[config.mk]
export PLATFORM = sky130hd
export DESIGN_NAME = mem_access_unit
export DESIGN_NICKNAME = d
export VERILOG_FILES = /design/src/rtl/mem_access_unit.sv
export SDC_FILE = /design/constraint.sdc
export NUM_CORES = 1
export LEC_CHECK = 0
export ABC_CLOCK_PERIOD_IN_PS = 3700
export BUFFER_PORTS_ARGS = -buffer_cell sky130_fd_sc_hd__buf_2
export CORE_AREA = 2 2 124 126
export CTS_BUF_LIST = sky130_fd_sc_hd__clkbuf_8
export CTS_CLUSTER_SIZE = 10
export DETAILED_ROUTE_END_ITERATION = 7
export DIE_AREA = 0 0 126 128
export PLACE_DENSITY = 0.86
export REMOVE_ABC_BUFFERS = 1
export SLEW_MARGIN = 20
export SYNTH_ARGS = -nofsm -noshare
export SYNTH_HDL_FRONTEND = slang
export SYNTH_SLANG_ARGS = --single-unit
[constraint.sdc]
create_clock -name clk -period 3.7 [get_ports clk]
set_clock_uncertainty 0.1 [all_clocks]
set_input_delay 0.185 -clock clk [delete_from_list [all_inputs] [get_ports clk]]
set_output_delay 0.185 -clock clk [all_outputs]
set_load 0.1 [all_outputs]
[src/rtl/mem_access_unit.sv]
// rtl/mem_access_unit.sv - EX/MEM consumer: data-memory loads/stores and registered WB slot
// Optional misaligned-access trap enabled by defining MEM_MISALIGN_TRAP_EN.
module mem_access_unit #(
  parameter logic [5:0] INSTR_LB  = 6'd11,
  parameter logic [5:0] INSTR_LH  = 6'd12,
  parameter logic [5:0] INSTR_LW  = 6'd13,
  parameter logic [5:0] INSTR_LBU = 6'd14,
  parameter logic [5:0] INSTR_LHU = 6'd15,
  parameter logic [5:0] INSTR_SB  = 6'd16,
  parameter logic [5:0] INSTR_SH  = 6'd17,
  parameter logic [5:0] INSTR_SW  = 6'd18
) (
  input  logic        clk,
  input  logic        rst_n,
  input  logic        valid_in,
  input  logic [5:0]  instr_id_in,
  input  logic [4:0]  rd_addr_in,
  input  logic        rd_valid_in,
  input  logic [31:0] pc_in,
  input  logic [31:0] mem_addr_in,
  input  logic [31:0] rs2_value_in,
  input  logic [31:0] exec_output_in,
  output logic        stall_out,
  output logic        dmem_req_valid,
  input  logic        dmem_req_ready,
  output logic        dmem_we,
  output logic [31:0] dmem_addr,
  output logic [31:0] dmem_wdata,
  output logic [3:0]  dmem_wstrb,
  input  logic        dmem_rvalid,
  input  logic [31:0] dmem_rdata,
  output logic        wb_valid,
  output logic [4:0]  wb_rd_addr,
  output logic        wb_rd_valid,
  output logic [31:0] wb_data,
  output logic [31:0] wb_pc
`ifdef MEM_MISALIGN_TRAP_EN
  ,
  output logic        trap_valid,
  output logic [31:0] trap_addr
`endif
);

  typedef enum logic [1:0] {IDLE, REQ, WAIT, DONE} state_t;
  state_t state, state_nxt;

  logic [5:0]  op_q;
  logic [1:0]  off_q;
  logic        rd_valid_q;
  logic        is_load, is_store, is_mem, take_trap;
  logic [31:0] st_wdata, load_data;
  logic [3:0]  st_wstrb;
  logic [7:0]  lane_b;
  logic [15:0] lane_h;

  assign is_load  = (instr_id_in == INSTR_LB) || (instr_id_in == INSTR_LH) ||
                    (instr_id_in == INSTR_LW) || (instr_id_in == INSTR_LBU) ||
                    (instr_id_in == INSTR_LHU);
  assign is_store = (instr_id_in == INSTR_SB) || (instr_id_in == INSTR_SH) ||
                    (instr_id_in == INSTR_SW);
  assign is_mem   = is_load || is_store;

`ifdef MEM_MISALIGN_TRAP_EN
  assign take_trap = (((instr_id_in == INSTR_LH) || (instr_id_in == INSTR_LHU) ||
                       (instr_id_in == INSTR_SH)) && mem_addr_in[0]) ||
                     (((instr_id_in == INSTR_LW) || (instr_id_in == INSTR_SW)) &&
                      (mem_addr_in[1:0] != 2'b00));
`else
  assign take_trap = 1'b0;
`endif

  // Store lanes: data replicated, strobes select the addressed byte/half.
  always_comb begin
    st_wdata = rs2_value_in;
    st_wstrb = 4'hF;
    if (instr_id_in == INSTR_SB) begin
      st_wdata = {4{rs2_value_in[7:0]}};
      st_wstrb = 4'b0001 << mem_addr_in[1:0];
    end else if (instr_id_in == INSTR_SH) begin
      st_wdata = {2{rs2_value_in[15:0]}};
      st_wstrb = 4'b0011 << {mem_addr_in[1], 1'b0};
    end
  end

  always_comb begin
    lane_b = 8'(dmem_rdata >> {off_q, 3'b000});
    lane_h = 16'(dmem_rdata >> {off_q[1], 4'b0000});
    case (op_q)
      INSTR_LB:  load_data = {{24{lane_b[7]}}, lane_b};
      INSTR_LBU: load_data = {24'h0, lane_b};
      INSTR_LH:  load_data = {{16{lane_h[15]}}, lane_h};
      INSTR_LHU: load_data = {16'h0, lane_h};
      default:   load_data = dmem_rdata;
    endcase
  end

  always_ff @(posedge clk or negedge rst_n) begin
    if (!rst_n) state <= IDLE;
    else        state <= state_nxt;
  end

  always_comb begin
    state_nxt = state;
    case (state)
      IDLE: if (valid_in && is_mem) state_nxt = take_trap ? DONE : REQ;
      REQ:  if (dmem_req_ready)     state_nxt = dmem_we ? DONE : WAIT;
      WAIT: if (dmem_rvalid)        state_nxt = DONE;
      DONE: state_nxt = IDLE;
      default: state_nxt = IDLE;
    endcase
  end

  // DONE releases the stall so EX/MEM advances past the finished access.
  always_comb begin
    stall_out      = 1'b0;
    dmem_req_valid = 1'b0;
    case (state)
      IDLE: stall_out = rst_n && valid_in && is_mem;
      REQ: begin
        stall_out      = 1'b1;
        dmem_req_valid = 1'b1;
      end
      WAIT: stall_out = 1'b1;
      default: stall_out = 1'b0;
    endcase
  end

  always_ff @(posedge clk or negedge rst_n) begin
    if (!rst_n) begin
      dmem_we     <= 1'b0;
      dmem_addr   <= 32'h0;
      dmem_wdata  <= 32'h0;
      dmem_wstrb  <= 4'h0;
      op_q        <= 6'h0;
      off_q       <= 2'b00;
      rd_valid_q  <= 1'b0;
      wb_valid    <= 1'b0;
      wb_rd_addr  <= 5'h0;
      wb_rd_valid <= 1'b0;
      wb_data     <= 32'h0;
      wb_pc       <= 32'h0;
`ifdef MEM_MISALIGN_TRAP_EN
      trap_valid  <= 1'b0;
      trap_addr   <= 32'h0;
`endif
    end else begin
      case (state)
        IDLE: begin
          wb_valid <= 1'b0;
          if (valid_in && !is_mem) begin
            wb_valid    <= 1'b1;
            wb_rd_addr  <= rd_addr_in;
            wb_rd_valid <= rd_valid_in;
            wb_data     <= exec_output_in;
            wb_pc       <= pc_in;
          end else if (valid_in && is_mem) begin
            wb_rd_addr  <= rd_addr_in;
            wb_pc       <= pc_in;
            wb_rd_valid <= 1'b0;
            rd_valid_q  <= rd_valid_in && is_load;
            op_q        <= instr_id_in;
            off_q       <= mem_addr_in[1:0];
            if (take_trap) begin
              wb_valid   <= 1'b1;
              wb_data    <= 32'h0;
`ifdef MEM_MISALIGN_TRAP_EN
              trap_valid <= 1'b1;
              trap_addr  <= mem_addr_in;
`endif
            end else begin
              dmem_we    <= is_store;
              dmem_addr  <= {mem_addr_in[31:2], 2'b00};
              dmem_wdata <= is_store ? st_wdata : 32'h0;
              dmem_wstrb <= is_store ? st_wstrb : 4'h0;
            end
          end
        end
        REQ: if (dmem_req_ready && dmem_we) begin
          wb_valid    <= 1'b1;
          wb_rd_valid <= 1'b0;
          wb_data     <= 32'h0;
        end
        WAIT: if (dmem_rvalid) begin
          wb_valid    <= 1'b1;
          wb_rd_valid <= rd_valid_q;
          wb_data     <= load_data;
        end
        default: begin
          wb_valid   <= 1'b0;
`ifdef MEM_MISALIGN_TRAP_EN
          trap_valid <= 1'b0;
`endif
        end
      endcase
    end
  end

endmodule

==> results.md, run 1 <==
* Max cap viols at 0
* Critical Path Fanout Max at 39
* Top cells by instance count after synthesis: nand2_1 (270), dfrtp_1 (149), nor2_1 (38), o21ai_0 (38), clkbuf_1 (34)
* Worst setup margin at 0.818 ns
* Simple-gate area share of the yosys netlist at 21.1%
* Number of synthesized flops with an enable pin at 0
* Final Cycle Share at 77.9%
* CTS H-tree lvls at 4
* DP HPWL at 16.0 mm
* Detail-routed net length per standard cell at 18.1 µm
* Slew Limit Fails at 0
* Vias per cell at 5.56
* Slowest CP cell: dfrtp_1
* Grt met2 use at 52.9%
* Reg2reg start: state[0]$_DFFE_PN0P_
* Critical path class: register to primary output
* Dominant cells by area after synthesis: dfrtp_1 (51%), nand2_1 (14%), mux2i_1 (4.0%), mux2_2 (2.8%), o21ai_0 (2.6%)
* Async set or reset register ratio after synthesis at 100%
* Finished Layout Cells at 1412
* Setup violations, final at 0
* Port Buf Inserts at 316
* Area of the core at 0.0149 mm²
* Final GP Congestion at 0.914
* Worst R2R End: wb_data[5]$_DFFE_PN0P_
* Maximum clock path buffer count at 2
* Worst R2R Path Depth at 6
* Routed via count at 7848
* Chip Width at 126 µm
* CTS buffer count at 17
* Fin crit period at 2.88 ns
* CP Launch Point: state[0]$_DFFE_PN0P_
* Area of the multi-input gates at 0.00328 mm²
* Ys flop type: dfrtp_1
* Die area at 0.0161 mm²
* Synth Cell Area at 0.00730 mm²
* GRT overflow at 0
* Vias in the first global route at 7915
* Starting Density at 49.1%
* I/O pin count at 319
* Final hold violation count at 0
* Drt total wl at 25.5 mm
* GRT Total Usage at 31.4%
* Fill cells at 1049
* Share of cells above drive strength 1 at 32.6%
* Dpl ws at 0.958 ns
* Post-synthesis compound-gate area fraction at 14.3%
* R2R setup slack at 0.92 ns
* Sequential area share after synthesis at 51.1%
* Worst endpoint data arrival time at 2.60 ns
* RSZ-0062 raised after global routing: false
* Slew margin rel. at 33.4%
* Fmax at 0.347 GHz
* Slew @ Worst Pin at 0.992 ns
* HP Class: primary input to register
* Number of remaining DRC errors at 0
* Outcome: completed
* Largest family of logic cells by synthesized area: simple AND/OR/NAND/NOR gates
* Antenna violations before repair at 2
* Post-Place Cells at 1253
* Yosys reg bits at 149
* First-pass GRT wire length at 40.3 mm
* NumNets Final at 1390
* Top cell type's share of synthesized area at 51.1%
* Register Area at 0.00373 mm²
* TNS Setup at 0 ns
* CP Data Required Time at 3.41 ns
* HP Start: exec_output_in[6]
* Layout area overhead at 46.5%
* Unique cell type count in the Yosys netlist at 67
* Die Height at 128 µm
* CP endpoint kind: primary output
* Clk sinks at 149
* DR iter-0 viols at 579
* Antenna Nets Post-Route at 0
* Synth warnings at 0
* Syn Area/Cell at 9.25 µm²
* Grt peak-use layer: met2
* Post-synthesis adder-cell area fraction at 0.686%
* Largest net degree at the start of global routing at 59
* Multiplexer share of the synthesized area at 8.40%
* Cells after Synth at 789
* CTS tree: done
* Cell Chain, Critical Path: inv_1 -> ha_1 -> nand2_1 -> buf_4 -> nor2_2 -> a21oi_1 -> nor2_1 -> buf_12
* Synth Area in XOR/XNOR at 0.240%
* Met1 Use GR at 38.6%
* Most frequent cell after synthesis: nand2_1
* Max incr delay on CP at 0.44 ns
* Skew-Pair Late Insertion Delay at 0.43 ns
* Met3 global-route usage at 7.93%
* Endpoint, Worst Hold: wb_data[6]$_DFFE_PN0P_
* Post-synthesis cell type with the largest combined area: dfrtp_1
* Setup crit start kind: register
* CTS root buf: clkbuf_8
* CTS clk-pin slew, worst paths at 0.08 ns
* Drt first pass iters at 5
* Row count at 45
* Hold path depth at 4
-- through the flow --
| step | util (%) | cell area (µm²) | hold WS [ns] |
|---|---|---|---|
| after global routing | 71.9 | 10700 | 0.0208 |
| after CTS | 71.9 | 10700 | 0.00411 |
| after detailed placement | 60.6 | 9010 | 0.0599 |
| final | 71.9 | 10700 | 0.0227 |
| after global placement | 60.6 | 9010 | 0.0540 |
| after floorplan | - | 7060 | -0.211 |
-- critical path: cells and delay by family (launching register included) --
family	cells	cell delay, ns
flip-flops	1	0.44
adder cells (fa/ha/maj)	1	0.36
AND/OR/NAND/NOR	3	0.62
buffers and inverters	3	0.65
AO/OA/AOI/OAI	1	0.08
-- registers in the layout, indices dropped and copies added, names as in the netlist --
signal / flops
dmem_we: 1
wb_valid: 1
state: 2
off_q: 2
wb_rd_valid: 1
wb_rd_addr: 5
wb_pc: 32
rd_valid_q: 1
wb_data: 32
dmem_addr: 30
dmem_wstrb: 4
dmem_wdata: 32
op_q: 6
-- kinds of logic after synthesis --
family / after synthesis
muxes: 53
AOI/OAI and AO/OA: 146
other: 1
buffers and inverters: 71
xor gates and xnor gates: 2
adders and majority gates: 4
DFF: 149
and+or+nand+nor: 363
-- worst max-delay path by stage --
stage               depth (start not counted)                     end  slack [ns]
finish                                      8               stall_out        0.82
global route                                8               stall_out        0.63
CTS                                         8               stall_out        0.81
detailed placement                          6  rd_valid_q$_DFFE_PN0P_        0.96
global placement                            6  rd_valid_q$_DFFE_PN0P_        1.01
floorplan                                   6               stall_out       -0.36
-- layer usage --
layer	routed length, µm	up-vias
met5	0	-
met4	866	0
met3	2450	76
met2	12600	519
met1	9610	3715
li1	-	3538
-- cell type report --
class,instances,share of cell area [%]
Sequential cell,149,34.9
Multi-Input combinational cell,570,30.7
Timing Repair Buffer,453,27.7
Clock buffer,20,2.57
Tap cell,188,2.20
Clock inverter,12,1.33
Inverter,18,0.632
Antenna cell,2,0.0468
-- repair_timing --
action | CTS | global route
hold buffers | 125 | 0
buffers inserted | 0 | 0
resized for setup | 0 | 0
endpoints found under the hold margin | 172 | 0
-- placed cells by master (no fill, tap or decap), drive strengths merged, types with 8 or more instances in the layout --
cell / instances
nand4: 11
a221o: 10
mux2i: 30
clkbuf: 20
a21oi: 28
o2bb2ai: 16
dlygate4sd3: 125
o21ai: 40
buf: 328
inv: 20
dfrtp: 149
nand2: 270
a22o: 8
mux2: 20
nor2: 40
Power of run 1 is left out: the tool's default activity adds up to more than one toggle a clock period on the data nets, which glitch-free logic cannot reach.
==> run 2: changes to the inputs <==
--- a/config.mk
+++ b/config.mk
@@ -5,14 +5,14 @@
 export SDC_FILE = /design/constraint.sdc
 export NUM_CORES = 1
 export LEC_CHECK = 0
-export ABC_CLOCK_PERIOD_IN_PS = 3700
+export ABC_CLOCK_PERIOD_IN_PS = 2800
 export BUFFER_PORTS_ARGS = -buffer_cell sky130_fd_sc_hd__buf_2
-export CORE_AREA = 2 2 124 126
+export CORE_MARGIN = 1.5
+export CORE_UTILIZATION = 49
 export CTS_BUF_LIST = sky130_fd_sc_hd__clkbuf_8
 export CTS_CLUSTER_SIZE = 10
 export DETAILED_ROUTE_END_ITERATION = 7
-export DIE_AREA = 0 0 126 128
-export PLACE_DENSITY = 0.86
+export PLACE_DENSITY = 0.85
 export REMOVE_ABC_BUFFERS = 1
 export SLEW_MARGIN = 20
 export SYNTH_ARGS = -nofsm -noshare
==> constraint.sdc (replaced) <==
create_clock -name clk -period 2.8 [get_ports clk]
set_clock_uncertainty 0.1 [all_clocks]
set_input_delay 0.14 -clock clk [delete_from_list [all_inputs] [get_ports clk]]
set_output_delay 0.14 -clock clk [all_outputs]
set_load 0.1 [all_outputs]
==> results.md, run 2 (synthesis results as in run 1) <==
* Fin crit period at 2.56 ns
* Post-CTS setup buffer count at 0
* Finished Layout Cells at 1431
* Antenna Nets Post-Route at 0
* CTS clk-pin slew, worst paths at 0.08 ns
* Area of the multi-input gates at 0.00328 mm²
* Critical Path Fanout Max at 16
* DP HPWL at 16.0 mm
* Slowest CP cell: nor2_1
* GRT overflow at 0
* Chip Width at 125 µm
* Grt peak-use layer: met2
* Die area at 0.0156 mm²
* First-pass GRT wire length at 41.9 mm
* Final hold violation count at 0
* CP Data Required Time at 3.09 ns
* Register Area at 0.00373 mm²
* Cell Chain, Critical Path: inv_1 -> ha_1 -> nor2b_1 -> or2_2 -> a2bb2oi_1 -> nor2_1 -> a221o_1
* Slew @ Worst Pin at 1.07 ns
* CTS tree: done
* Drt total wl at 26.3 mm
* Detail-routed net length per standard cell at 18.4 µm
* Slew Limit Fails at 0
* Outcome: completed
* Maximum clock path buffer count at 2
* Fill cells at 981
* Setup crit start kind: register
* Vias in the first global route at 8073
* Largest regs: dmem_wdata (32), wb_data (32), wb_pc (32)
* Starting Density at 50.2%
* Skew-Pair Late Insertion Delay at 0.45 ns
* Post-Place Cells at 1256
* Row count at 44
* Fmax at 0.391 GHz
* DR iter-0 viols at 685
* Die Height at 125 µm
* Critical path class: register to register
* Final Cell Area at 0.0109 mm²
* Antenna violations before repair at 1
* Final Util at 75.1%
* Final Cycle Share at 91.4%
* I/O pin count at 319
* Port Buf Inserts at 316
* Final GP Congestion at 0.898
* CP endpoint kind: register
* Grt met2 use at 57.8%
* HP Class: primary input to register
* Layout area overhead at 49.6%
* Clk sinks at 149
* Most common cell after layout, fill and taps aside: buf_2
* Slew margin rel. at 27.8%
* Met3 global-route usage at 8.86%
* Vias per cell at 5.52
* Largest net degree at the start of global routing at 76
* R2R setup slack at 0.24 ns
* Setup violations, final at 0
* Routed via count at 7903
* Max incr delay on CP at 0.56 ns
* Worst endpoint data arrival time at 2.85 ns
* CTS root buf: clkbuf_8
* GRT Total Usage at 33.6%
* Max cap viols at 0
* CTS buffer count at 17
* CTS H-tree lvls at 4
* Met1 Use GR at 39.8%
* CP top delay family: simple AND/OR/NAND/NOR gates
* Placed cell areas at 0.00907 mm²
* RSZ-0062 raised after global routing: false
* Most frequent cells in the layout: buf_2 (314), nand2_1 (270), dfrtp_1 (149), dlygate4sd3_1 (142)
* Bufs and invs on worst path at 1
* Number of remaining DRC errors at 0
* Area of the core at 0.0145 mm²
* NumNets Final at 1414
* Drt first pass iters at 5
* TNS Setup at 0 ns
* Share of cells above drive strength 1 at 32.3%
-- run 2: cell types whose count changed in the layout (fill, tap and decap cells not counted), sizes merged --
cell	previous run	this run
buf	328	335
bufinv	2	3
clkbuf	20	17
clkinv	5	4
clkinvlp	3	4
diode	2	1
dlygate4sd3	125	142
inv	20	22
-- run 2: stage by stage --
stage,hold slack [ns],setup slack (ns)
finish,0.0294,0.240
global route,0.00813,0.106
CTS,0.00657,0.157
detailed placement,-0.0439,0.327
global placement,-0.0472,0.417
floorplan,-0.256,-1.22
-- run 2: what timing repair did --
action / CTS / global route
hold endpoints to repair: 284 / 0
hold buffers: 142 / 0
resized for setup: 0 / 1
endpoints found under the setup margin: 0 / 1
-- run 2: cell type report --
type | count | share of cell area, %
Inverter | 18 | 0.619
Antenna cell | 1 | 0.0229
Multi-Input combinational cell | 570 | 30.0
Tap cell | 184 | 2.11
Clock inverter | 15 | 1.67
Clock buffer | 17 | 2.14
Sequential cell | 149 | 34.2
Timing Repair Buffer | 477 | 29.2
-- run 2: final timing paths --
| path | start | to | cells after the start |
|---|---|---|---|
| min in group asynchronous | rst_n | wb_pc[12]$_DFFE_PN0P_ | 2 |
| min reg2reg | dmem_addr[14]$_DFFE_PN0P_ | dmem_addr[14]$_DFFE_PN0P_ | 2 |
| max in group asynchronous | rst_n | dmem_addr[8]$_DFFE_PN0P_ | 3 |
| max reg2reg | state[0]$_DFFE_PN0P_ | wb_data[10]$_DFFE_PN0P_ | 7 |
| min | dmem_rdata[11] | wb_data[11]$_DFFE_PN0P_ | 3 |
| max | state[0]$_DFFE_PN0P_ | wb_data[10]$_DFFE_PN0P_ | 7 |
-- run 2: worst min-delay path, stage by stage --
cell	delay (ns)
buf_2	0.09
o22a_1	0.17
a221o_1	0.15
-- run 2: layer usage --
| metal | vias up | wire (µm) |
|---|---|---|
| met5 | - | 0 |
| met1 | 3769 | 9860 |
| met4 | 0 | 1030 |
| li1 | 3584 | - |
| met3 | 81 | 2270 |
| met2 | 469 | 13100 |
Power of run 2 is left out for the same reason.
